### src/rtl/keypad_pkg.sv
// keypad_pkg: shared types, constants and helpers for the matrix-keypad scanner.
package keypad_pkg;

  // Widest keypad the scanner supports; helpers operate on this width.
  localparam int MAX_ROWS = 8;

  // Row pattern with no key pressed (rows are active-low).
  localparam logic [MAX_ROWS-1:0] ROWS_IDLE = '1;

  // Scanner FSM states.
  typedef enum logic [2:0] {
    ST_IDLE     = 3'd0,
    ST_SCAN     = 3'd1,
    ST_DEBOUNCE = 3'd2,
    ST_PUSH     = 3'd3,
    ST_RELEASE  = 3'd4
  } state_t;

  // Linear key code of the key at (row_idx, col_idx).
  function automatic int code_of(input int row_idx, input int col_idx, input int cols);
    return row_idx * cols + col_idx;
  endfunction

  // Index of the lowest 0 bit; when several rows are low the lowest row wins.
  function automatic int lowest_zero_idx(input logic [MAX_ROWS-1:0] pattern);
    int idx;
    idx = 0;
    for (int i = MAX_ROWS - 1; i >= 0; i--) begin
      if (!pattern[i]) idx = i;
    end
    return idx;
  endfunction

endpackage

### src/rtl/keypad_code_fifo.sv
// keypad_code_fifo: small synchronous FIFO holding encoded key codes.
// A count register tells full from empty; a push into a full FIFO is
// accepted only when a pop frees a slot in the same cycle.
module keypad_code_fifo
  import keypad_pkg::*;
#(
  parameter int WIDTH = 4,
  parameter int DEPTH = 4,
  localparam int AW   = $clog2(DEPTH)
) (
  input  logic             clock,
  input  logic             reset,
  input  logic             i_push,
  input  logic [WIDTH-1:0] i_wdata,
  input  logic             i_pop,
  output logic [WIDTH-1:0] o_rdata,
  output logic             o_full,
  output logic             o_empty,
  output logic [AW:0]      o_count
);

  localparam logic [AW:0] FULL_COUNT = (AW + 1)'(DEPTH);

  logic [WIDTH-1:0] r_mem [DEPTH];
  logic [AW-1:0]    r_wr_ptr;
  logic [AW-1:0]    r_rd_ptr;
  logic [AW:0]      r_count;
  logic             w_do_push;
  logic             w_do_pop;

  assign o_full    = (r_count == FULL_COUNT);
  assign o_empty   = (r_count == '0);
  assign o_count   = r_count;
  assign o_rdata   = r_mem[r_rd_ptr];
  assign w_do_pop  = i_pop && !o_empty;
  assign w_do_push = i_push && (!o_full || w_do_pop);

  // Storage array: written at the tail on every accepted push.
  always_ff @(posedge clock or negedge reset) begin
    if (!reset) begin
      for (int i = 0; i < DEPTH; i++) r_mem[i] <= '0;
    end else if (w_do_push) begin
      r_mem[r_wr_ptr] <= i_wdata;
    end
  end

  // Pointers wrap naturally because the depth is a power of two.
  always_ff @(posedge clock or negedge reset) begin
    if (!reset) begin
      r_wr_ptr <= '0;
      r_rd_ptr <= '0;
    end else begin
      if (w_do_push) r_wr_ptr <= r_wr_ptr + 1'b1;
      if (w_do_pop)  r_rd_ptr <= r_rd_ptr + 1'b1;
    end
  end

  // Occupancy: simultaneous push and pop leaves the count unchanged.
  always_ff @(posedge clock or negedge reset) begin
    if (!reset) begin
      r_count <= '0;
    end else begin
      case ({w_do_push, w_do_pop})
        2'b10:   r_count <= r_count + 1'b1;
        2'b01:   r_count <= r_count - 1'b1;
        default: r_count <= r_count;
      endcase
    end
  end

endmodule

### src/rtl/keypad_scan_fifo.sv
// keypad_scan_fifo: drives active-low columns, samples synchronised active-low
// rows once per column dwell, debounces press and release, and queues the
// encoded key code (row_idx*COLS + col_idx) in a small valid/ready FIFO.
module keypad_scan_fifo
  import keypad_pkg::*;
#(
  parameter int ROWS       = 4,
  parameter int COLS       = 4,
  parameter int SCAN_DIV   = 16,
  parameter int DEBOUNCE   = 4,
  parameter int FIFO_DEPTH = 4,
  localparam int CODE_W    = $clog2(ROWS * COLS)
) (
  input  logic              clock,
  input  logic              reset,
  input  logic              enable,
  input  logic [ROWS-1:0]   row,
  output logic [COLS-1:0]   col,
  output logic [CODE_W-1:0] code,
  output logic              valid,
  input  logic              ready,
  output logic              key_held,
  output logic              overflow,
  input  logic              clr_ovf
);

  localparam int CI_W  = $clog2(COLS);
  localparam int DW_W  = $clog2(SCAN_DIV);
  localparam int CNT_W = $clog2(DEBOUNCE + 1);
  localparam int FA_W  = $clog2(FIFO_DEPTH);

  localparam logic [ROWS-1:0]  ROW_ALL1   = ROWS_IDLE[ROWS-1:0];
  localparam logic [DW_W-1:0]  DWELL_LAST = DW_W'(SCAN_DIV - 1);
  localparam logic [CI_W-1:0]  COL_LAST   = CI_W'(COLS - 1);
  localparam logic [CNT_W-1:0] CNT_DONE   = CNT_W'(DEBOUNCE);

  logic [ROWS-1:0]   r_sync1;
  logic [ROWS-1:0]   r_sync2;
  state_t            r_state;
  state_t            w_state_next;
  logic [CI_W-1:0]   r_col_idx;
  logic [CI_W-1:0]   w_col_idx_next;
  logic [DW_W-1:0]   r_dwell;
  logic [CNT_W-1:0]  r_cnt;
  logic [CNT_W-1:0]  w_cnt_next;
  logic [CNT_W-1:0]  w_cnt_inc;
  logic [ROWS-1:0]   r_pattern;
  logic [ROWS-1:0]   w_pattern_next;
  logic [COLS-1:0]   r_col;
  logic [COLS-1:0]   w_col_next;
  logic              r_overflow;
  logic [ROWS-1:0]   w_rs;
  logic              w_sample;
  logic              w_cnt_done;
  logic              w_push;
  logic              w_pop;
  logic              w_drop;
  logic [MAX_ROWS-1:0] w_pat8;
  logic [CODE_W-1:0] w_code;
  logic [CODE_W-1:0] w_fifo_rdata;
  logic              w_fifo_full;
  logic              w_fifo_empty;
  logic [FA_W:0]     w_fifo_count;

  assign w_rs       = r_sync2;
  assign w_sample   = (r_dwell == DWELL_LAST);
  assign w_cnt_inc  = r_cnt + 1'b1;
  assign w_cnt_done = (w_cnt_inc == CNT_DONE);
  assign w_push     = (r_state == ST_PUSH);
  assign valid      = (w_fifo_count != '0);
  assign w_pop      = valid && ready;
  assign w_drop     = w_push && w_fifo_full && !w_pop;
  assign code       = w_fifo_empty ? '0 : w_fifo_rdata;
  assign col        = r_col;
  assign key_held   = (r_state == ST_PUSH) || (r_state == ST_RELEASE);
  assign overflow   = r_overflow;

  // Two-flop synchroniser for the asynchronous rows; idles at all-ones.
  always_ff @(posedge clock or negedge reset) begin
    if (!reset) begin
      r_sync1 <= '1;
      r_sync2 <= '1;
    end else begin
      r_sync1 <= row;
      r_sync2 <= r_sync1;
    end
  end

  // Next-state logic: scan columns, debounce the press, push once, await release.
  always_comb begin
    w_state_next   = r_state;
    w_col_idx_next = r_col_idx;
    w_cnt_next     = r_cnt;
    w_pattern_next = r_pattern;
    if (!enable) begin
      w_state_next   = ST_IDLE;
      w_col_idx_next = '0;
      w_cnt_next     = '0;
    end else begin
      case (r_state)
        ST_IDLE: begin
          w_col_idx_next = '0;
          w_cnt_next     = '0;
          if (w_rs != ROW_ALL1) w_state_next = ST_SCAN;
        end
        ST_SCAN: begin
          if (w_sample) begin
            if (w_rs != ROW_ALL1) begin
              w_pattern_next = w_rs;
              w_cnt_next     = CNT_W'(1);
              w_state_next   = (DEBOUNCE == 1) ? ST_PUSH : ST_DEBOUNCE;
            end else if (r_col_idx == COL_LAST) begin
              w_state_next   = ST_IDLE;
              w_col_idx_next = '0;
            end else begin
              w_col_idx_next = r_col_idx + 1'b1;
            end
          end
        end
        ST_DEBOUNCE: begin
          if (w_sample) begin
            if (w_rs == ROW_ALL1) begin
              w_state_next   = ST_IDLE;
              w_col_idx_next = '0;
              w_cnt_next     = '0;
            end else if (w_rs == r_pattern) begin
              w_cnt_next = w_cnt_inc;
              if (w_cnt_done) w_state_next = ST_PUSH;
            end else begin
              w_pattern_next = w_rs;
              w_cnt_next     = CNT_W'(1);
            end
          end
        end
        ST_PUSH: begin
          w_state_next = ST_RELEASE;
          w_cnt_next   = '0;
        end
        ST_RELEASE: begin
          if (w_sample) begin
            if (w_rs == ROW_ALL1) begin
              if (w_cnt_done) begin
                w_state_next   = ST_IDLE;
                w_col_idx_next = '0;
                w_cnt_next     = '0;
              end else begin
                w_cnt_next = w_cnt_inc;
              end
            end else begin
              w_cnt_next = '0;
            end
          end
        end
        default: begin
          w_state_next   = ST_IDLE;
          w_col_idx_next = '0;
          w_cnt_next     = '0;
        end
      endcase
    end
  end

  // Column drive for the coming cycle: all low in IDLE, one low while scanning, all high when disabled.
  always_comb begin
    w_col_next = '1;
    if (enable) begin
      if (w_state_next == ST_IDLE) w_col_next = '0;
      else                         w_col_next[w_col_idx_next] = 1'b0;
    end
  end

  // FSM state, current column, debounce counter, latched pattern and column drive.
  always_ff @(posedge clock or negedge reset) begin
    if (!reset) begin
      r_state   <= ST_IDLE;
      r_col_idx <= '0;
      r_cnt     <= '0;
      r_pattern <= ROW_ALL1;
      r_col     <= '0;
    end else begin
      r_state   <= w_state_next;
      r_col_idx <= w_col_idx_next;
      r_cnt     <= w_cnt_next;
      r_pattern <= w_pattern_next;
      r_col     <= w_col_next;
    end
  end

  // Dwell counter restarts on every column change and state entry, and wraps after each sample.
  always_ff @(posedge clock or negedge reset) begin
    if (!reset) begin
      r_dwell <= '0;
    end else if ((r_state == ST_IDLE) || (w_state_next != r_state) ||
                 (w_col_idx_next != r_col_idx) || w_sample) begin
      r_dwell <= '0;
    end else begin
      r_dwell <= r_dwell + 1'b1;
    end
  end

  // Encode the latched pattern: lowest active row wins when several are low.
  always_comb begin
    w_pat8             = ROWS_IDLE;
    w_pat8[ROWS-1:0]   = r_pattern;
    w_code             = CODE_W'(code_of(lowest_zero_idx(w_pat8), int'(r_col_idx), COLS));
  end

  // Sticky overflow: a dropped press sets it, and setting wins over a clear.
  always_ff @(posedge clock or negedge reset) begin
    if (!reset)       r_overflow <= 1'b0;
    else if (w_drop)  r_overflow <= 1'b1;
    else if (clr_ovf) r_overflow <= 1'b0;
  end

  keypad_code_fifo #(
    .WIDTH(CODE_W),
    .DEPTH(FIFO_DEPTH)
  ) u_fifo (
    .clock   (clock),
    .reset   (reset),
    .i_push  (w_push),
    .i_wdata (w_code),
    .i_pop   (w_pop),
    .o_rdata (w_fifo_rdata),
    .o_full  (w_fifo_full),
    .o_empty (w_fifo_empty),
    .o_count (w_fifo_count)
  );

endmodule

### config.mk
export PLATFORM = sky130hd
export DESIGN_NAME = keypad_scan_fifo
export DESIGN_NICKNAME = d
export VERILOG_FILES = /design/src/rtl/keypad_pkg.sv /design/src/rtl/keypad_code_fifo.sv /design/src/rtl/keypad_scan_fifo.sv
export SDC_FILE = /design/constraint.sdc
export NUM_CORES = 1
export LEC_CHECK = 0
export CORE_AREA = 5 5 70 104
export CTS_CLUSTER_DIAMETER = 200
export CTS_CLUSTER_SIZE = 24
export DETAILED_ROUTE_END_ITERATION = 7
export DIE_AREA = 0 0 75 109
export GPL_TIMING_DRIVEN = 0
export PLACE_DENSITY = 0.63
export SYNTH_ARGS = -nofsm -noshare
export SYNTH_HDL_FRONTEND = slang
export SYNTH_SLANG_ARGS = --single-unit
### constraint.sdc
create_clock -name clock -period 7.6 [get_ports clock]
set_input_delay 1.14 -clock clock [delete_from_list [all_inputs] [get_ports clock]]
set_output_delay 1.14 -clock clock [all_outputs]
set_load 0.02 [all_outputs]
==> results of run 1 <==
[logic make-up after synthesis]
| family | after synthesis |
|---|---|
| buf+inv | 20 |
| xor+xnor | 14 |
| compound gates | 52 |
| flops | 52 |
| fa+ha+maj | 10 |
| simple gates | 65 |
| mux | 21 |
[power groups by stage]
| stage | combinational [W] | clock [W] | sequential, W |
|---|---|---|---|
| 6_report | 0.000101 | 0.000153 | 0.000315 |
| 5_1_grt | 0.000115 | 0.000169 | 0.000318 |
| 4_1_cts | 0.000103 | 0.000160 | 0.000316 |
| 3_5_place_dp | 0.000102 | 0 | 0.000321 |
| 3_3_place_gp | 0.0000992 | 0 | 0.000321 |
| 2_1_floorplan | 0.0000716 | 0 | 0.000317 |
[through the flow]
stage / setup WS [ps] / hold WS [ps] / cell area [µm²]
2_1_floorplan: 4500 / 345 / 2710
3_3_place_gp: 3840 / 346 / 3000
3_5_place_dp: 3950 / 347 / 3010
4_1_cts: 4180 / 360 / 3090
5_1_grt: 4130 / 362 / 3090
6_report: 4220 / 358 / 3090
[cells in the final DEF (no fill, tap or decap), types with 6 or more instances in the layout]
cell | netlist | layout
ha_1 | 9 | 9
buf_2 | 7 | 8
xnor2_1 | 8 | 8
nand2_1 | 21 | 21
dfstp_2 | 12 | 12
mux2_1 | 12 | 12
o21ai_0 | 10 | 10
clkdlybuf4s50_1 | 0 | 18
dfrtp_1 | 40 | 40
inv_1 | 11 | 11
a21oi_1 | 6 | 6
nor2_1 | 7 | 7
xor2_1 | 6 | 6
a211oi_1 | 6 | 6
[sequential cells by signal, summed over array words and instances (netlist names), 3 cells and up]
signal          cells
col                 4
r_cnt               3
r_dwell             4
r_pattern           4
r_state             3
r_sync1             4
r_sync2             4
u_fifo.o_count      3
u_fifo.r_mem       16
[routing by layer]
metal	track usage (%)	up-vias	part of all wire [%]
met3	1.94	7	2.6
met1	17.1	878	42
li1	-	897	-
met2	24.3	22	54
met4	4.96	0	2.0
met5	0	-	0
[worst max-delay path by stage]
| stage | startpoint | to | slack [ps] | cells past startpoint |
|---|---|---|---|---|
| after detailed placement | ready | u_fifo.o_count[2]$_DFFE_PN0P_ | 3950 | 11 |
| final | u_fifo.r_rd_ptr[0]$_DFFE_PN0P_ | code[3] | 4220 | 4 |
| after global placement | reset | col[2]$_DFF_PN0_ | 3840 | 1 |
| after global routing | u_fifo.r_rd_ptr[0]$_DFFE_PN0P_ | code[3] | 4130 | 4 |
| after CTS | u_fifo.r_rd_ptr[0]$_DFFE_PN0P_ | code[3] | 4180 | 4 |
| after floorplan | ready | u_fifo.o_count[2]$_DFFE_PN0P_ | 4500 | 10 |
[layout make-up]
cell class / count / share of cell area, %
plain buffers: 9 / 1.62
clock buffers: 6 / 2.35
clock inverters: 2 / 0.364
inverters: 11 / 1.33
multi-input cells: 162 / 42.1
flip-flops and latches: 52 / 42.5
well taps: 76 / 3.07
repair buffers: 20 / 6.63
==> qor.yml, run 1 <==
final_layout:
  finalNetCount: 280
  finalNonFillerCells: 338
  area_delta_synth_final_pct: 14.2
  final_util_pct: 48.7
  multi_input_area_um2: 1300
  seqCellArea_um2: 1320
  diodes: 0
  drive_gt1_share_pct: 17.9
  nFillCells: 587
hold_path:
  worstHoldStart: "r_sync1[0]$_DFF_PN1_"
  whs_path_depth: 0
  holdCritPathClass: "reg2reg"
  whs_endpoint: "r_sync2[0]$_DFF_PN1_"
power_and_ir_drop:
  total_power_w: 0.000568
  power.share.sequential_pct: 55.4
  p_int_w: 0.000410
  p_switching_w: 0.000158
  leakagePower_nw: 1.36
  switching_share_pct: 27.8
  power_density_nw_per_um2: 184
  vdd_drop_max_uv: 77.6
  p_comb_share_pct: 17.7
  clockPowerShare_pct: 26.9
logic_synthesis:
  synthesis.area_um2: 2710
  synth_top_area_share_pct: 36.9
  ys_warn_count: 0
  synthAdderAreaFrac_pct: 4.89
  synth_common_cells: "dfrtp_1, nand2_1, dfstp_2, mux2_1, inv_1"
  ys_ff_latch: 52
  yosys.area.top_type: "dfrtp_1"
  async_reset_ff_share_pct: 100
  syn-num-nets: 253
  synth.top_cells.by_area: "dfrtp_1, dfstp_2, mux2_1"
  ys_seq_area_share_pct: 48.6
  synth_most_common_cell: "dfrtp_1"
  synth_edf_count: 0
  synth_ff_type: "dfrtp_1"
  syn_avg_cell_area_um2: 11.6
  synthMuxAreaShare_pct: 10.3
  synth-xor-area-share_pct: 4.52
  synth_simple_gate_area_share_pct: 13.9
  synth_cells: 234
  ys_types: 61
  synth_top_family_by_area: "compound AO/OA/AOI/OAI gates"
  synth_compound_area_share_pct: 14.4
routing:
  drtAntennaViolNets: 0
  wirelength_mm: 5.01
  drc: 0
  wl_per_cell_um: 14.8
  firstDrtPassIters: 4
  avgViaCountPerCell: 5.34
  route.vias.total: 1804
  drt_iter0_drc: 80
global_route:
  grt-ovfl-total: 0
  grt_pass1_vias: 1847
  grt_pass1_wl_mm: 8.79
  grtUsageTotal_pct: 13.9
  grt_antenna_before_repair: 0
  grt_start_max_net_pins: 34
cts:
  clk_latency_ps: 300
  cts_buffers: 5
  cts_hold_buf: 0
  cts_sinks: 52
  cts_max_level: 2
  clk_pin_slew_ps: 90
  cts_tree: "built"
  cts_root_buf: "clkbuf_8"
  cts_resized: 0
  cts_buffer_depth: 2
  post_cts_buffers: 0
critical_path:
  required_ps: 6460
  crit_type: "reg2out"
  r2r-start: "u_fifo.o_count[0]$_DFFE_PN0P_"
  endpoint_kind: "primary output"
  start_kind: "register"
  max_stage_delay_ps: 550
  path_cells: "clkbuf_1 > mux4_2 > and2_1 > clkdlybuf4s50_1"
  critPathBufInv: 2
  ff2ff_setup_slack_ps: 5030
  path_delay_family: "buffers and inverters"
  crit_arrival_ps: 2240
  r2r_end: "u_fifo.o_count[2]$_DFFE_PN0P_"
  reg2regPathDepth: 10
  worst_path_max_delay_cell: "mux4_2"
  crit_fanout: 6
run_status:
  status: "completed"
die:
  die-area_um2: 8180
  die_x_um: 75
  rows: 36
  ios: 20
  start_util_pct: 42.7
  die_h_um: 109
  core_um2: 6350
sta:
  slew_violations: 0
  fmax_mhz: 296
  clock_skew_ps: 8.54
  fin_crit_ps: 3380
  fin_crit_sh_pct: 44.5
  relSlewSlack_pct: 55.6
  grt_setup_unrepaired: "no"
  tightestPinTransition_ps: 659
  hold_viol: 0
  setup_violations: 0
  finalSetupTns_ps: 0
flow_run:
  cap_violations: 0
placement:
  gp_congestion: 0.840
  dpl.hpwl_mm: 3.84
  place_inst: 330
  io_buffers: 19
No activity file was read; power rests on OpenSTA's default activity.
==> run 2: changes to the inputs <==
- clock period: 7.6 -> 3.3 ns (I/O delays scaled with it)
==> results of run 2 <==
Same layout as run 1 (identical final DEF). Status: completed.
Main changes from that run: setup slack after placement 3950 ps -> 297 ps; setup slack after layout 4220 ps -> 563 ps; hold slack 358 ps -> 138 ps; register-to-register setup slack 5030 ps -> 730 ps; total power 0.000568 W -> 0.00131 W; worst IR drop on VDD 77.6 µV -> 179 µV
==> run 3: changes to the inputs <==
- PLACE_DENSITY: 0.63 -> 0.65
- clock period: 3.3 -> 2.2 ns (I/O delays scaled with it)
==> run 3 against run 2 <==
Effect of this change:
- wire length up 2.6%
- utilization up 1.7 points
- combinational power up 79%
- via count up 3.2%
- first-iteration DRC count down 21%
- sequential share of layout area down 1.4 points
- non-clock buffer count up 5
- critical path depth up 5
- setup slack worse by 500 ps
==> qor.yml, run 3 (synthesis gave the netlist of run 1 again) <==
hold_path:
  holdCritPathClass: "reg2reg"  # was in2async
routing:
  firstDrtPassIters: 4  # unchanged
  drtAntennaViolNets: 0  # unchanged
  avgViaCountPerCell: 5.43  # was 5.34
  wirelength_mm: 5.14  # was 5.01 mm
  drt_iter0_drc: 63  # was 80
  route.vias.total: 1861  # was 1804
  wl_per_cell_um: 15.0  # was 14.8 µm
  drc: 0  # unchanged
sta:
  clock_skew_ps: 6.41  # was 8.54 ps
  fmax_mhz: 469
  setup_violations: 0  # unchanged
  relSlewSlack_pct: 53.3  # was 55.6%
  hold_ws_ps: 360  # was 138 ps
  finalSetupTns_ps: 0  # unchanged
  slew_violations: 0  # unchanged
  fin_crit_sh_pct: 97.0
  worst_slack_ps: 67.0  # was 563 ps
  fin_crit_ps: 2130
  hold_viol: 0  # unchanged
  tightestPinTransition_ps: 695  # was 659 ps
cts:
  clk_latency_ps: 310  # was 300 ps
  cts_max_level: 2  # unchanged
  cts_buffer_depth: 2  # unchanged
  cts_sinks: 52  # unchanged
  clk_pin_slew_ps: 100  # was 90 ps
  cts_root_buf: "clkbuf_8"  # unchanged
  cts_tree: "built"  # unchanged
  cts_buffers: 5  # unchanged
critical_path:
  path_cells: "or4b_4 > and3_4 > inv_2 > ha_4 > inv_2 > fa_2 > xor2_1 > nor2_1 > xor2_1"  # was clkbuf_1 > mux4_2 > and2_1 > clkdlybuf4s50_1
  crit_arrival_ps: 2380  # was 2240 ps
  worst_path_max_delay_cell: "or4b_4"  # was mux4_2
  start_kind: "register"  # unchanged
  required_ps: 2440  # was 2800 ps
  endpoint_kind: "register"  # was primary output
  crit_type: "reg2reg"  # was reg2out
  crit_fanout: 2  # was 6
  max_stage_delay_ps: 530  # was 550 ps
global_route:
  grtUsageTotal_pct: 13.7  # was 13.9%
  grt_pass1_wl_mm: 8.66  # was 8.79 mm
  grt-ovfl-total: 0  # unchanged
  grt_start_max_net_pins: 35  # was 34
  grt_antenna_before_repair: 0  # unchanged
  grt_pass1_vias: 1880  # was 1847
final_layout:
  finalNetCount: 285  # was 280
  area_delta_synth_final_pct: 18.1  # was 14.2%
  top_register: "u_fifo.r_mem"  # unchanged
  mostFrequentLayoutCell: "dfrtp_1"  # unchanged
  diodes: 0  # unchanged
  final_cell_mix: "dfrtp_1, nand2_1, mux2_1, dfstp_2, clkdlybuf4s50_1"  # was dfrtp_1, nand2_1, clkdlybuf4s50_1, mux2_1, dfstp_2
  largest_reg_flops: 16  # unchanged
  drive_gt1_share_pct: 24.7  # was 17.9%
power_and_ir_drop:
  vdd_drop_max_uv: 385  # was 179 µV
  power_density_nw_per_um2: 656  # was 423 nW/µm²
  leakagePower_nw: 1.42  # was 1.36 nW
  total_power_w: 0.00210  # was 0.00131 W
die:
  die_h_um: 109  # unchanged
  core_um2: 6350  # unchanged
  die-area_um2: 8180  # unchanged
  ios: 20  # unchanged
  start_util_pct: 42.7  # unchanged
  die_x_um: 75  # unchanged
  rows: 36  # unchanged
run_status:
  status: "completed"  # unchanged
flow_run:
  cap_violations: 0  # unchanged
placement:
  dpl.hpwl_mm: 3.85  # was 3.84 mm
  io_buffers: 19  # unchanged
  gp_congestion: 0.815  # was 0.840
  post-place-ws_ps: -508  # was 297 ps
## run 3: cell count changes in the layout (fill, tap and decap cells not counted), moves of 2 or more
cell,before,now
buf_4,0,5
clkbuf_1,2,0
clkdlybuf4s50_1,18,11
dlygate4sd2_1,0,5
inv_1,11,9
inv_2,0,2
nor4_1,3,1
nor4_2,1,3
## run 3: cell type report
type / count / area, µm²
Buffer: 7 / 41.3
Clock buffer: 5 / 68.8
Clock inverter: 3 / 27.5
Fill cell: 573 / 3150
Inverter: 11 / 41.3
Multi-Input combinational cell: 162 / 1350
Sequential cell: 52 / 1320
Tap cell: 76 / 95.1
Timing Repair Buffer: 27 / 262
## run 3: per-layer routing
| metal | global-route usage (%) | wire length [µm] | up-vias |
|---|---|---|---|
| met5 | 0 | 0 | - |
| met1 | 15.8 | 2110 | 913 |
| li1 | - | - | 910 |
| met4 | 6.11 | 104 | 0 |
| met2 | 23.9 | 2760 | 29 |
| met3 | 2.77 | 168 | 9 |
## run 3: path summary, 6_finish.rpt
check	startpoint	endpoint	slack (ps)	depth (start not counted)
setup reg to reg	u_fifo.o_count[1]$_DFFE_PN0P_	u_fifo.o_count[2]$_DFFE_PN0P_	70	9
hold reg to reg	r_sync1[1]$_DFF_PN1_	r_sync2[1]$_DFF_PN1_	360	0
max in group asynchronous	reset	r_pattern[1]$_DFFE_PN1P_	1140	3
hold / removal	r_sync1[1]$_DFF_PN1_	r_sync2[1]$_DFF_PN1_	360	0
min in group asynchronous	reset	r_cnt[1]$_DFFE_PN0P_	490	2
setup / recovery	u_fifo.o_count[1]$_DFFE_PN0P_	u_fifo.o_count[2]$_DFFE_PN0P_	70	9
## run 3: power breakdown
group          internal (W)  leakage, nW  switching, W
Sequential          0.00103        0.648     0.0000787
Combinational      0.000231        0.726      0.000184
Clock              0.000234       0.0463      0.000341
## run 3: per-stage QoR
step / std cells / utilization, % / instance area, µm²
finish: 343 / 50.4 / 3200
global route: 343 / 50.4 / 3200
CTS: 341 / 49.6 / 3150
detailed placement: 330 / 47.6 / 3020
global placement: 329 / 47.3 / 3010
floorplan: 234 / - / 2720
## run 3: timing repair
action | CTS | global route
endpoints found under the hold margin | 10 | 0
pin swaps | 4 | 4
endpoints found under the setup margin | 7 | 11
resized for setup | 12 | 7
hold buffers | 1 | 0
buffers inserted | 4 | 2
cloned | 0 | 0
## run 3: critical path, delay by kind of cell (launching register included)
kind	cells	cell delay, ps
XOR/XNOR	2	280
adder cells (fa/ha/maj)	2	450
buffers and inverters	2	100
flip-flops	1	400
AND/OR/NAND/NOR	3	830
